$ cat config.mk
export PLATFORM = sky130hd
export DESIGN_NAME = bcd_scan_ctrl
export DESIGN_NICKNAME = d
export VERILOG_FILES = /design/src/rtl/bcd_scan_ctrl.sv
export SDC_FILE = /design/constraint.sdc
export NUM_CORES = 1
export LEC_CHECK = 0
export CAP_MARGIN = 30
export CORE_UTILIZATION = 48
export DETAILED_ROUTE_END_ITERATION = 8
export GPL_TIMING_DRIVEN = 0
export PLACE_DENSITY = 0.72
export REMOVE_ABC_BUFFERS = 1
export SETUP_SLACK_MARGIN = 0.05
export SYNTH_ARGS = -nofsm -noshare
export SYNTH_HDL_FRONTEND = slang
export SYNTH_SLANG_ARGS = --single-unit
$ cat constraint.sdc
create_clock -name i_clk -period 7.2 [get_ports i_clk]
set_input_delay 1.44 -clock i_clk [delete_from_list [all_inputs] [get_ports i_clk]]
set_output_delay 1.44 -clock i_clk [all_outputs]
set_load 0.05 [all_outputs]
$ cat src/rtl/bcd_scan_ctrl.sv
// bcd_scan_ctrl: scans NUM_DIGITS BCD digits through a single BCD-to-decimal
// decoder. Each digit gets a blanking gap, then a dwell with its strobe on.
// New digits land in a shadow buffer and are copied to the active buffer only
// at frame boundaries, so a frame never mixes old and new digits.
module bcd_scan_ctrl #(
  parameter int NUM_DIGITS   = 4,
  parameter int DWELL_CYCLES = 16,
  parameter int BLANK_CYCLES = 2
) (
  input  logic                    i_clk,
  input  logic                    i_rst,
  input  logic                    i_enable,
  input  logic                    i_load,
  input  logic [4*NUM_DIGITS-1:0] i_digits,
  output logic                    o_ready,
  output logic                    o_a,
  output logic                    o_b,
  output logic                    o_c,
  output logic                    o_d,
  output logic                    o_cs,
  output logic                    o_n_cs_0,
  output logic                    o_n_cs_1,
  output logic [NUM_DIGITS-1:0]   o_digit_sel,
  output logic                    o_frame_done,
  output logic                    o_bcd_err
);

  localparam int MAXC = (BLANK_CYCLES > DWELL_CYCLES) ? BLANK_CYCLES : DWELL_CYCLES;
  localparam int CW   = $clog2(MAXC) + 1;
  localparam int IW   = (NUM_DIGITS > 1) ? $clog2(NUM_DIGITS) : 1;
  localparam int DW   = 4 * NUM_DIGITS;

  localparam logic [CW-1:0] BLANK_LAST = CW'(BLANK_CYCLES - 1);
  localparam logic [CW-1:0] DWELL_LAST = CW'(DWELL_CYCLES - 1);
  localparam logic [CW-1:0] CNT_ONE    = CW'(1);
  localparam logic [IW-1:0] IDX_LAST   = IW'(NUM_DIGITS - 1);
  localparam logic [IW-1:0] IDX_ONE    = IW'(1);

  typedef enum logic [1:0] {
    ST_IDLE  = 2'd0,
    ST_BLANK = 2'd1,
    ST_SHOW  = 2'd2
  } state_t;

  // Digit k of a packed digit vector (mux built from equality compares).
  function automatic logic [3:0] digit_at(input logic [DW-1:0] v, input logic [IW-1:0] k);
    logic [3:0] d;
    d = 4'd0;
    for (int j = 0; j < NUM_DIGITS; j++) begin
      d = (k == IW'(j)) ? v[4*j +: 4] : d;
    end
    return d;
  endfunction

  // True when any digit of a packed digit vector is outside 0..9.
  function automatic logic any_invalid(input logic [DW-1:0] v);
    logic bad;
    bad = 1'b0;
    for (int j = 0; j < NUM_DIGITS; j++) begin
      bad = bad | (v[4*j +: 4] > 4'd9);
    end
    return bad;
  endfunction

  state_t          state_r, state_s;
  logic [IW-1:0]   idx_r, idx_s;
  logic [CW-1:0]   cnt_r, cnt_s;
  logic [DW-1:0]   shadow_r, shadow_s;
  logic [DW-1:0]   active_r, active_s;
  logic            pending_r, pending_s;
  logic            bcd_err_r, bcd_err_s;
  logic            frame_done_r, frame_done_s;
  logic            transfer_s;
  logic            ready_r;
  logic [3:0]      abcd_r, abcd_s;
  logic            cs_r, cs_s;
  logic            n_cs_r;
  logic [NUM_DIGITS-1:0] sel_r, sel_s;
  logic [3:0]      cur_digit_s;

  // Next-state, buffer handshake and next-output decode.
  always_comb begin
    state_s      = state_r;
    idx_s        = idx_r;
    cnt_s        = cnt_r;
    shadow_s     = shadow_r;
    active_s     = active_r;
    pending_s    = pending_r;
    bcd_err_s    = bcd_err_r;
    frame_done_s = 1'b0;
    transfer_s   = 1'b0;

    case (state_r)
      ST_IDLE: begin
        transfer_s = pending_r;
        if (i_enable) begin
          state_s = ST_BLANK;
          idx_s   = '0;
          cnt_s   = '0;
        end else begin
          state_s = ST_IDLE;
        end
      end
      ST_BLANK: begin
        if (cnt_r == BLANK_LAST) begin
          state_s = ST_SHOW;
          cnt_s   = '0;
        end else begin
          cnt_s = cnt_r + CNT_ONE;
        end
      end
      ST_SHOW: begin
        if (cnt_r == DWELL_LAST) begin
          cnt_s = '0;
          if (idx_r == IDX_LAST) begin
            frame_done_s = 1'b1;
            idx_s        = '0;
            if (i_enable) begin
              state_s    = ST_BLANK;
              transfer_s = pending_r;
            end else begin
              state_s = ST_IDLE;
            end
          end else begin
            idx_s   = idx_r + IDX_ONE;
            state_s = ST_BLANK;
          end
        end else begin
          cnt_s = cnt_r + CNT_ONE;
        end
      end
      default: begin
        state_s = ST_IDLE;
        idx_s   = '0;
        cnt_s   = '0;
      end
    endcase

    // Transfer needs pending=1 and acceptance needs pending=0, so they are exclusive.
    if (transfer_s) begin
      active_s  = shadow_r;
      pending_s = 1'b0;
    end else if (i_load && !pending_r) begin
      shadow_s  = i_digits;
      pending_s = 1'b1;
      bcd_err_s = any_invalid(i_digits);
    end else begin
      pending_s = pending_r;
    end

    cur_digit_s = digit_at(active_s, idx_s);
    abcd_s      = 4'd0;
    cs_s        = 1'b0;
    sel_s       = '0;
    case (state_s)
      ST_IDLE: begin
        abcd_s = 4'd0;
      end
      ST_BLANK: begin
        abcd_s = cur_digit_s;
      end
      ST_SHOW: begin
        abcd_s = cur_digit_s;
        cs_s   = (cur_digit_s <= 4'd9);
        for (int j = 0; j < NUM_DIGITS; j++) begin
          sel_s[j] = (idx_s == IW'(j));
        end
      end
      default: begin
        abcd_s = 4'd0;
      end
    endcase
  end

  // State, buffers and registered outputs; synchronous reset discards everything.
  always_ff @(posedge i_clk) begin
    if (i_rst) begin
      state_r      <= ST_IDLE;
      idx_r        <= '0;
      cnt_r        <= '0;
      shadow_r     <= '0;
      active_r     <= '0;
      pending_r    <= 1'b0;
      bcd_err_r    <= 1'b0;
      frame_done_r <= 1'b0;
      ready_r      <= 1'b1;
      abcd_r       <= 4'd0;
      cs_r         <= 1'b0;
      n_cs_r       <= 1'b1;
      sel_r        <= '0;
    end else begin
      state_r      <= state_s;
      idx_r        <= idx_s;
      cnt_r        <= cnt_s;
      shadow_r     <= shadow_s;
      active_r     <= active_s;
      pending_r    <= pending_s;
      bcd_err_r    <= bcd_err_s;
      frame_done_r <= frame_done_s;
      ready_r      <= ~pending_s;
      abcd_r       <= abcd_s;
      cs_r         <= cs_s;
      n_cs_r       <= ~cs_s;
      sel_r        <= sel_s;
    end
  end

  assign o_ready      = ready_r;
  assign o_a          = abcd_r[0];
  assign o_b          = abcd_r[1];
  assign o_c          = abcd_r[2];
  assign o_d          = abcd_r[3];
  assign o_cs         = cs_r;
  assign o_n_cs_0     = n_cs_r;
  assign o_n_cs_1     = n_cs_r;
  assign o_digit_sel  = sel_r;
  assign o_frame_done = frame_done_r;
  assign o_bcd_err    = bcd_err_r;

endmodule

==> run metrics <==
run status=finished, final reports clean; Final Skew=6.612 ps; max_slew headroom=about two fifths; n_diodes=0; floorplan core area=4723 um2; post-synthesis sequential area ratio=46.61%; CP Max Fanout=11; num ports=34; Max H-tree Level=2; Setup Viol. Count Final=0; # Max-Cap Violations=0; GP Congestion=between 0.7 and 0.8; power density over cell area=204.5 nW/um2; GRT Overall Usage=19.66%; Cell Area, Synth=2362 um2; top cell type's share of synthesized area=46.61%; nets=336; Vias=between 1500 and 2000; hold_sp=active_r[8]; drt drc=0; Worst Path Arrival=4020 ps; post-detail-place hpwl=3150 um; cts repair resizes=0; top post-synthesis cells by count=63 x nand2_1, 55 x dfxtp_1, 33 x a21oi_1; DR vias/cell=5.236; die height=72.15 um; Hold Buf Count CTS=0; CP Launch Point=i_enable; Die W=approximately 72 um; Post-Layout Cell Count=around 370; Util after Layout=between 50% and 60%; first-pass GRT wire length=8093 um; layout cells sized above 1=a little under 6%; Ys Warns=0; Critical R2R Launch=cnt_r[0]; Max Root-Sink Buffers=2; Area Growth Syn to Fin=19.28%; prevailing post-synth register cell=dfxtp_1; leakage=between 0.001 and 0.0015 uW; Cells after Synth=281; Setup crit start kind=input pin; Post-CTS Setup Bufs=0; Post-synth EDFFs=0; first-pass detailed-route iteration total=4; Port Buf Inserts=33; GR Overflow Total=0; max incr delay on CP=710 ps; Crit Path Class=input pin to flop; VDD IR-drop max=164.5 uV; ANT nets after route=0; clock slew at reported path FFs=about 90 ps; initial antenna violation count=0; Power Total=576.2 uW; top-count cell post-synth=nand2_1; CP Data Required Time=7430 ps; RSZ-0062 raised after global routing=false; WL/cell=between 10 and 15 um; Synth cell types=42; largest net degree at the start of global routing=51; Worst path slowest cell=a21boi_1; setup TNS=0 ps; Final Hold Viols=0; Initial Util=50.01%; fmax=between 200 and 300 MHz; post-synthesis sequential element count=55; Routed WL=4506 um; vias in the first global route=around 1800; post-synth top area cell=dfxtp_1; Slew Viols, Final=0; Sink Count=55; Post-Syn Area per Cell=8.407 um2; num rows=25; post-synthesis async set-or-reset flop share=0%; worst min path class=flop to flop; placed instance count=roughly 370; cts bufs inserted=5; Final period util=52.63%; CP Capture Type=flop; worst slew pin tran=879.5 ps; worst-path cell chain=clkdlybuf4s50_1, nor2b_1, o31ai_1, a21boi_1, mux2_2, a22oi_2, a2bb2oi_2, nor3b_2; CTS tree=yes; Worst-Skew Late Latency=300 ps; synth top area cells=dfxtp_1 47%, nand2_1 10%, a21oi_1 7.0%, ha_1 5.3%, mux2i_1 4.2%; Die ar.=~5200 um2; Tmin final=between 3000 and 4000 ps; Root Driver=clkbuf_8; DR iter-0 viols=slightly above 80
==> cells by family (layout without fill, tap and decap cells) <==
logic type	after synthesis	in the layout	share of synthesized area, %
simple gates	119	119	22.67
flops	55	55	46.61
compound gates	62	62	16.58
mux	11	11	4.714
buf+inv	24	49	4.131
fa+ha+maj	10	10	5.297
==> registers in the layout, indices dropped and copies added (netlist names) <==
register,cells
active_r,16
o_cs,1
pending_r,1
abcd_r,4
idx_r,2
state_r,2
o_n_cs_0,1
cnt_r,5
o_ready,1
o_digit_sel,4
o_bcd_err,1
shadow_r,16
o_frame_done,1
==> per-stage QoR <==
| step | instance area [um2] | hold slack, ps | worst slack [ps] |
|---|---|---|---|
| floorplan | 2291 | 429.6 | 4085 |
| global placement | 2705 | 442.1 | 3058 |
| detailed placement | 2715 | 448.7 | 3089 |
| CTS | 2818 | 461.8 | 3385 |
| global route | 2818 | 481.9 | 3168 |
| finish | 2818 | 459.9 | 3411 |
==> where the power goes <==
group	internal, uW	leakage (uW)	switching, uW
registers	314	0.000447	5.84
logic	25.9	0.000591	36.1
clock network	102	0.0000513	92.4
==> critical path: cells and delay by family <==
family	cells	cell delay, ps
AO/OA/AOI/OAI	4	1270
multiplexers	1	420
AND/OR/NAND/NOR	2	340
buffers and inverters	1	540
==> routing by layer <==
metal  track usage [%]  vias up  share of wire (%)
met5                 0        -                  0
li1                  -      999                  -
met1             26.03      917                 49
met4             5.229        0               0.80
met3             3.333        5                2.5
met2             33.23       32                 48
==> cells in the final DEF (no fill, tap or decap), drive strengths merged, types with 7 or more instances in the layout <==
| cell type | count |
|---|---|
| ha | 10 |
| dfxtp | 55 |
| nor3 | 9 |
| mux2i | 10 |
| nand2 | 63 |
| o21ai | 11 |
| clkdlybuf4s50 | 32 |
| inv | 7 |
| nor2 | 22 |
| a21oi | 33 |
==> path summary, 6_finish.rpt <==
kind | end | cells past startpoint | slack [ps]
max | abcd_r[3] | 8 | 3410
min | active_r[8] | 2 | 460
max reg2reg | abcd_r[3] | 10 | 4220
min reg2reg | active_r[8] | 2 | 460
==> area by class of cell <==
class / count / area [um2]
timing repair buffer: 35 / 340.3
fill: 447 / 1906
clock buffer: 6 / 72.57
inverter: 7 / 26.28
sequential: 55 / 1101
clock inverter: 1 / 30.03
multi-input combinational: 202 / 1164
tap: 67 / 83.83
Power figures use the tool's default switching activity.
